### config.mk
export PLATFORM = sky130hd
export DESIGN_NAME = word_stack
export DESIGN_NICKNAME = d
export VERILOG_FILES = /design/src/rtl/word_stack.sv
export SDC_FILE = /design/constraint.sdc
export NUM_CORES = 1
export LEC_CHECK = 0
export BUFFER_PORTS_ARGS = -buffer_cell sky130_fd_sc_hd__buf_2
export CAP_MARGIN = 20
export CORE_ASPECT_RATIO = 0.9
export CORE_MARGIN = 2
export CORE_UTILIZATION = 57
export DETAILED_ROUTE_END_ITERATION = 12
export PLACE_DENSITY = 0.8
export SYNTH_ARGS = -nofsm -noshare
export SYNTH_HDL_FRONTEND = slang
export SYNTH_SLANG_ARGS = --single-unit
### constraint.sdc
create_clock -name clk -period 2.55 [get_ports clk]
set_input_delay 0.3825 -clock clk [delete_from_list [all_inputs] [get_ports clk]]
set_output_delay 0.3825 -clock clk [all_outputs]
set_load 0.05 [all_outputs]
### src/rtl/word_stack.sv
// Parametrised LIFO operand stack for the stack calculator datapath.
// s[0] is the top of stack; entries at or below depth are kept at zero.
module word_stack #(
    parameter int WIDTH = 8,
    parameter int DEPTH = 4,
    localparam int DW = $clog2(DEPTH + 1)
) (
    input  logic             clk,
    input  logic             rst,
    input  logic             op_valid,
    input  logic [2:0]       op,
    input  logic [WIDTH-1:0] din,
    input  logic             err_clr,
    output logic [WIDTH-1:0] top,
    output logic [WIDTH-1:0] second,
    output logic [DW-1:0]    depth,
    output logic             empty,
    output logic             full,
    output logic             err
);

    typedef enum logic [2:0] {
        OP_NOP   = 3'd0,
        OP_PUSH  = 3'd1,
        OP_POP   = 3'd2,
        OP_SWAP  = 3'd3,
        OP_DUP   = 3'd4,
        OP_OVER  = 3'd5,
        OP_ROT   = 3'd6,
        OP_CLEAR = 3'd7
    } op_t;

    logic [WIDTH-1:0] s      [DEPTH];
    logic [WIDTH-1:0] s_next [DEPTH];
    logic [DW-1:0]    depth_next;
    logic             fail;
    logic             push_en;
    logic [WIDTH-1:0] push_data;

    assign top    = s[0];
    assign second = s[1];
    assign empty  = (depth == '0);
    assign full   = (depth == DW'(DEPTH));

    always_comb begin
        s_next     = s;
        depth_next = depth;
        fail       = 1'b0;
        push_en    = 1'b0;
        push_data  = din;
        if (op_valid) begin
            case (op_t'(op))
                OP_PUSH: push_en = 1'b1;
                OP_POP: begin
                    if (empty) begin
                        fail = 1'b1;
                    end else begin
                        for (int unsigned i = 0; i < DEPTH - 1; i++) begin
                            s_next[i] = s[i+1];
                        end
                        s_next[DEPTH-1] = '0;
                        depth_next      = depth - DW'(1);
                    end
                end
                OP_SWAP: begin
                    if (depth < DW'(2)) begin
                        fail = 1'b1;
                    end else begin
                        s_next[0] = s[1];
                        s_next[1] = s[0];
                    end
                end
                OP_DUP: begin
                    if (empty) begin
                        fail = 1'b1;
                    end else begin
                        push_en   = 1'b1;
                        push_data = s[0];
                    end
                end
                OP_OVER: begin
                    if (depth < DW'(2)) begin
                        fail = 1'b1;
                    end else begin
                        push_en   = 1'b1;
                        push_data = s[1];
                    end
                end
                OP_ROT: begin
                    if (depth < DW'(3)) begin
                        fail = 1'b1;
                    end else begin
                        s_next[0] = s[2];
                        s_next[1] = s[0];
                        s_next[2] = s[1];
                    end
                end
                OP_CLEAR: begin
                    for (int unsigned i = 0; i < DEPTH; i++) begin
                        s_next[i] = '0;
                    end
                    depth_next = '0;
                end
                default: ;
            endcase
        end
        // PUSH, DUP and OVER share one shift-down path; a full stack drops its bottom entry
        if (push_en) begin
            for (int unsigned i = 1; i < DEPTH; i++) begin
                s_next[i] = s[i-1];
            end
            s_next[0] = push_data;
            if (full) begin
                fail = 1'b1;
            end else begin
                depth_next = depth + DW'(1);
            end
        end
    end

    always_ff @(posedge clk) begin
        if (rst) begin
            for (int unsigned i = 0; i < DEPTH; i++) begin
                s[i] <= '0;
            end
            depth <= '0;
            err   <= 1'b0;
        end else begin
            s     <= s_next;
            depth <= depth_next;
            err   <= fail | (err & ~err_clr);
        end
    end

endmodule

==> key figures <==
Floorplan
  • Horiz. Die Dim: 74 µm
  • Number of standard-cell rows in the floorplan: 22
  • Overall die area: 0.00496 mm²
  • Area of the core region: 0.00416 mm²
  • Number of I/O pins: 37
  • Die Y-Extent: 67 µm
  • Effective utilization at floorplan: 0.605

Pwr
  • Leakage: 1.01 nW
  • Total power per unit cell area: 551 mW/mm²
  • Maximum VDD drop: 276 µV
  • Clk pwr share: 0.304
  • Final Total Pwr: 1.48 mW
  • Net switching share of the total power: 0.347
  • Sequential power share: 0.428
  • Switching power summed over all nets: 0.515 mW
  • Cell Int Power: 0.968 mW
  • Share of total power in combinational logic: 0.268

Job
  • Number of maximum-capacitance violations: 0

Setup path
  • Required time reported for the critical path endpoint: 2.71 ns
  • Number of cells on the worst reg-to-reg path: 7
  • CP startpoint kind: register
  • Critical Path End Type: register
  • CP Max Fanout: 9
  • Reg2Reg Capture Point: s[10]
  • Crit path largest cell delay: 0.47 ns
  • CP Cell Sequence: inv_1, ha_1, nand2b_4, a21oi_2, o21ai_2, and2_1, a211oi_2
  • R2R setup slack: 0.32 ns
  • Classification of the worst setup path: register to register
  • Worst endpoint data arrival time: 2.39 ns
  • RR Startpoint: depth[0]
  • Crit path max-delay cell type: sky130_fd_sc_hd__and2_1

Drt
  • Starting DRT DRC Count: 262
  • Drt wl/cell: 17.5 µm
  • Vias per Instance: 6.17
  • Total vias in the final route: 2,184
  • Pre-Repair DR Iteration Count: 5
  • Remaining routing DRC violations: 0
  • Antenna-violating nets left: 0
  • Final wirelength: 6200 µm

GRT
  • Global-route met1 utilization: 0.405
  • Congestion Overflow GR: 0
  • Number of global-route vias before repair: 1,969
  • Routing usage on met3: 0.0787
  • Global-route wire length before repair: 10,200 µm
  • Pin count of the biggest net entering global routing: 33
  • GR peak layer: met1
  • Global-route total usage across every layer: 0.272
  • Global routing usage on met2: 0.371
  • Number of antenna violations at the first check in global routing: 0

Yosys
  • Unique cell type count in the Yosys netlist: 53
  • Nets in the synthesized netlist: 297
  • Post-synthesis cell area: 0.00251 mm²
  • Most area-hungry cell type in the Yosys netlist: sky130_fd_sc_hd__dfxtp_1
  • Top post-synthesis cells by area: sky130_fd_sc_hd__dfxtp_1 29%, sky130_fd_sc_hd__a211oi_2 8.0%, sky130_fd_sc_hd__a21oi_1 7.6%
  • Cells after synthesis: 279
  • Number of flops mapped to enable cells by yosys: 0
  • Sequential cell area fraction in the yosys report: 0.287
  • Async set-or-reset flop fraction in the synthesized netlist: 0
  • Leading cell type by number of instances after synthesis: sky130_fd_sc_hd__a21oi_1
  • Number of warning messages in the yosys log: 0
  • Total of flip-flops plus latches after synthesis: 36
  • Mapped Avg Cell Area: 9.01 µm²
  • Leading post-synthesis cells by instance count: 38 x sky130_fd_sc_hd__a21oi_1, 36 x sky130_fd_sc_hd__dfxtp_1, 19 x sky130_fd_sc_hd__buf_4, 18 x sky130_fd_sc_hd__nand2_1
  • Most instantiated flip-flop cell in the synthesis netlist: sky130_fd_sc_hd__dfxtp_1
  • Portion of synthesized cell area occupied by the leading cell type: 0.287

STA
  • Maximum achievable frequency: 448 MHz
  • Part of the cycle the worst path needs: 0.875
  • Final setup violating endpoints: 0
  • Setup TNS: 0 ns
  • Worst slew pin tran: 0.705 ns
  • Remaining max-slew budget at the tightest pin: 0.529
  • Final Skew: 0.00385 ns
  • Setup repair after global routing missed its margin: false
  • Final hold slack: 0.337 ns
  • Number of slew-limit violations in the final report: 0
  • Number of failing hold endpoints at the final stage: 0
  • Minimum period implied by the final worst setup slack: 2.23 ns

Clocking
  • Cell at the root of the clock tree: sky130_fd_sc_hd__clkbuf_8
  • Clk slew on worst S/H paths: 0.07 ns
  • Quantity of hold-fixing buffers added after cts: 0
  • TritonCTS sink count: 36
  • Post-CTS setup buffer count: 0
  • TritonCTS Buffers: 5
  • Clock network latency to the later pin of the worst-skew pair: 0.30 ns
  • Post-cts resize count: 0
  • Total number of H-tree levels: 2
  • CTS tree: done
  • Worst-case clock buffer depth: 2

Finish
  • Layout Nets: 312
  • Share of layout cells above drive strength 1: 0.299
  • # fillers: 362
  • Diodes inserted: 0
  • Area of combinational cells with multiple inputs: 0.00154 mm²
  • Growth of design area from synthesis to finish: 7.07%
  • Post-route core utilization: 0.648
  • Reg area: 721 µm²

Place
  • Final GP Congestion: 1.03
  • Port Buffers: 36
  • Post-detailed-placement half-perimeter wirelength: 4290 µm

Worst hold path
  • Hold/Removal Path Class: input pin to register
  • Min-Delay Path Depth: 3
  • Hold_sp: err_clr
  • WHS Endpoint: err

Outcome
  • Result of the run: complete, no violations
==> power groups by stage <==
stage	Sequential, mW	Clock, mW	Combinational, mW
6_report	0.635	0.451	0.397
5_1_grt	0.638	0.473	0.426
4_1_cts	0.632	0.455	0.394
3_5_place_dp	0.645	0	0.391
3_3_place_gp	0.644	0	0.386
2_1_floorplan	0.639	0	0.330
==> routing by layer <==
layer,vias up,routed length (µm)
met3,11,448
met4,0,80
li1,1052,-
met2,92,2570
met1,1029,3100
met5,-,0
==> placed cells by master, fill, tap and decap left out, types with 2 or more instances in the layout <==
cell type | netlist | layout
sky130_fd_sc_hd__a211o_1 | 8 | 8
sky130_fd_sc_hd__a211oi_2 | 16 | 16
sky130_fd_sc_hd__a21o_1 | 2 | 2
sky130_fd_sc_hd__a21oi_1 | 38 | 38
sky130_fd_sc_hd__a21oi_2 | 2 | 2
sky130_fd_sc_hd__a22oi_1 | 8 | 8
sky130_fd_sc_hd__a32oi_1 | 8 | 8
sky130_fd_sc_hd__and2_1 | 4 | 4
sky130_fd_sc_hd__buf_2 | 7 | 36
sky130_fd_sc_hd__buf_4 | 19 | 7
sky130_fd_sc_hd__clkbuf_8 | 0 | 7
sky130_fd_sc_hd__dfxtp_1 | 36 | 36
sky130_fd_sc_hd__ha_1 | 3 | 3
sky130_fd_sc_hd__inv_1 | 4 | 4
sky130_fd_sc_hd__inv_2 | 2 | 2
sky130_fd_sc_hd__mux2_2 | 8 | 8
sky130_fd_sc_hd__mux2i_1 | 16 | 16
sky130_fd_sc_hd__nand2_1 | 18 | 18
sky130_fd_sc_hd__nand2b_1 | 11 | 11
sky130_fd_sc_hd__nand3_1 | 5 | 5
sky130_fd_sc_hd__nor2b_1 | 9 | 9
sky130_fd_sc_hd__o211ai_1 | 3 | 3
sky130_fd_sc_hd__o21ai_0 | 13 | 13
sky130_fd_sc_hd__o21ai_1 | 2 | 2
sky130_fd_sc_hd__o311ai_4 | 2 | 2
==> per-stage QoR <==
| stage | area, µm² | cells | worst slack, ns |
|---|---|---|---|
| after floorplan | 2510 | 279 | 0.114 |
| after global placement | 2590 | 347 | 0.474 |
| after detailed placement | 2590 | 347 | 0.370 |
| after CTS | 2690 | 354 | 0.331 |
| after global routing | 2690 | 354 | 0.165 |
| final | 2690 | 354 | 0.319 |
==> critical path: cells and delay by family (launching register included) <==
family	cells	cell delay, ns
adders and majority gates	1	0.30
AOI/OAI and AO/OA	3	0.63
and+or+nand+nor	2	0.61
buffers and inverters	1	0.10
DFF	1	0.46
==> how the worst max path moves through the flow <==
| stage | start | end | slack [ns] | cells past startpoint |
|---|---|---|---|---|
| 2_1_floorplan | depth[1] | s[8] | 0.11 | 8 |
| 3_3_place_gp | op[0] | s[15] | 0.47 | 5 |
| 3_5_place_dp | depth[0] | s[10] | 0.37 | 7 |
| 4_1_cts | depth[0] | s[10] | 0.33 | 7 |
| 5_1_grt | depth[0] | s[8] | 0.16 | 7 |
| 6_report | depth[0] | s[10] | 0.32 | 7 |
==> logic make-up (layout without fill, tap and decap cells) <==
kind of cell,count (synthesis),count (layout),synth area share
AOI/OAI and AO/OA,115,115,0.363
and+or+nand+nor,59,59,0.133
buffers and inverters,41,56,0.0991
DFF,36,36,0.287
muxes,24,24,0.0996
adders and majority gates,3,3,0.0149
xor gates and xnor gates,1,1,0.00348
==> layout make-up <==
| cell class | instances | area share |
|---|---|---|
| Tap cell | 60 | 0.0279 |
| Timing Repair Buffer | 43 | 0.0865 |
| Multi-Input combinational cell | 202 | 0.574 |
| Clock buffer | 7 | 0.0358 |
| Sequential cell | 36 | 0.268 |
| Inverter | 6 | 0.00837 |
==> state kept, by name, indices dropped and copies added (netlist names) <==
name,flops
s,16
top,8
err,1
second,8
depth,3
No activity file was read; power rests on OpenSTA's default activity.
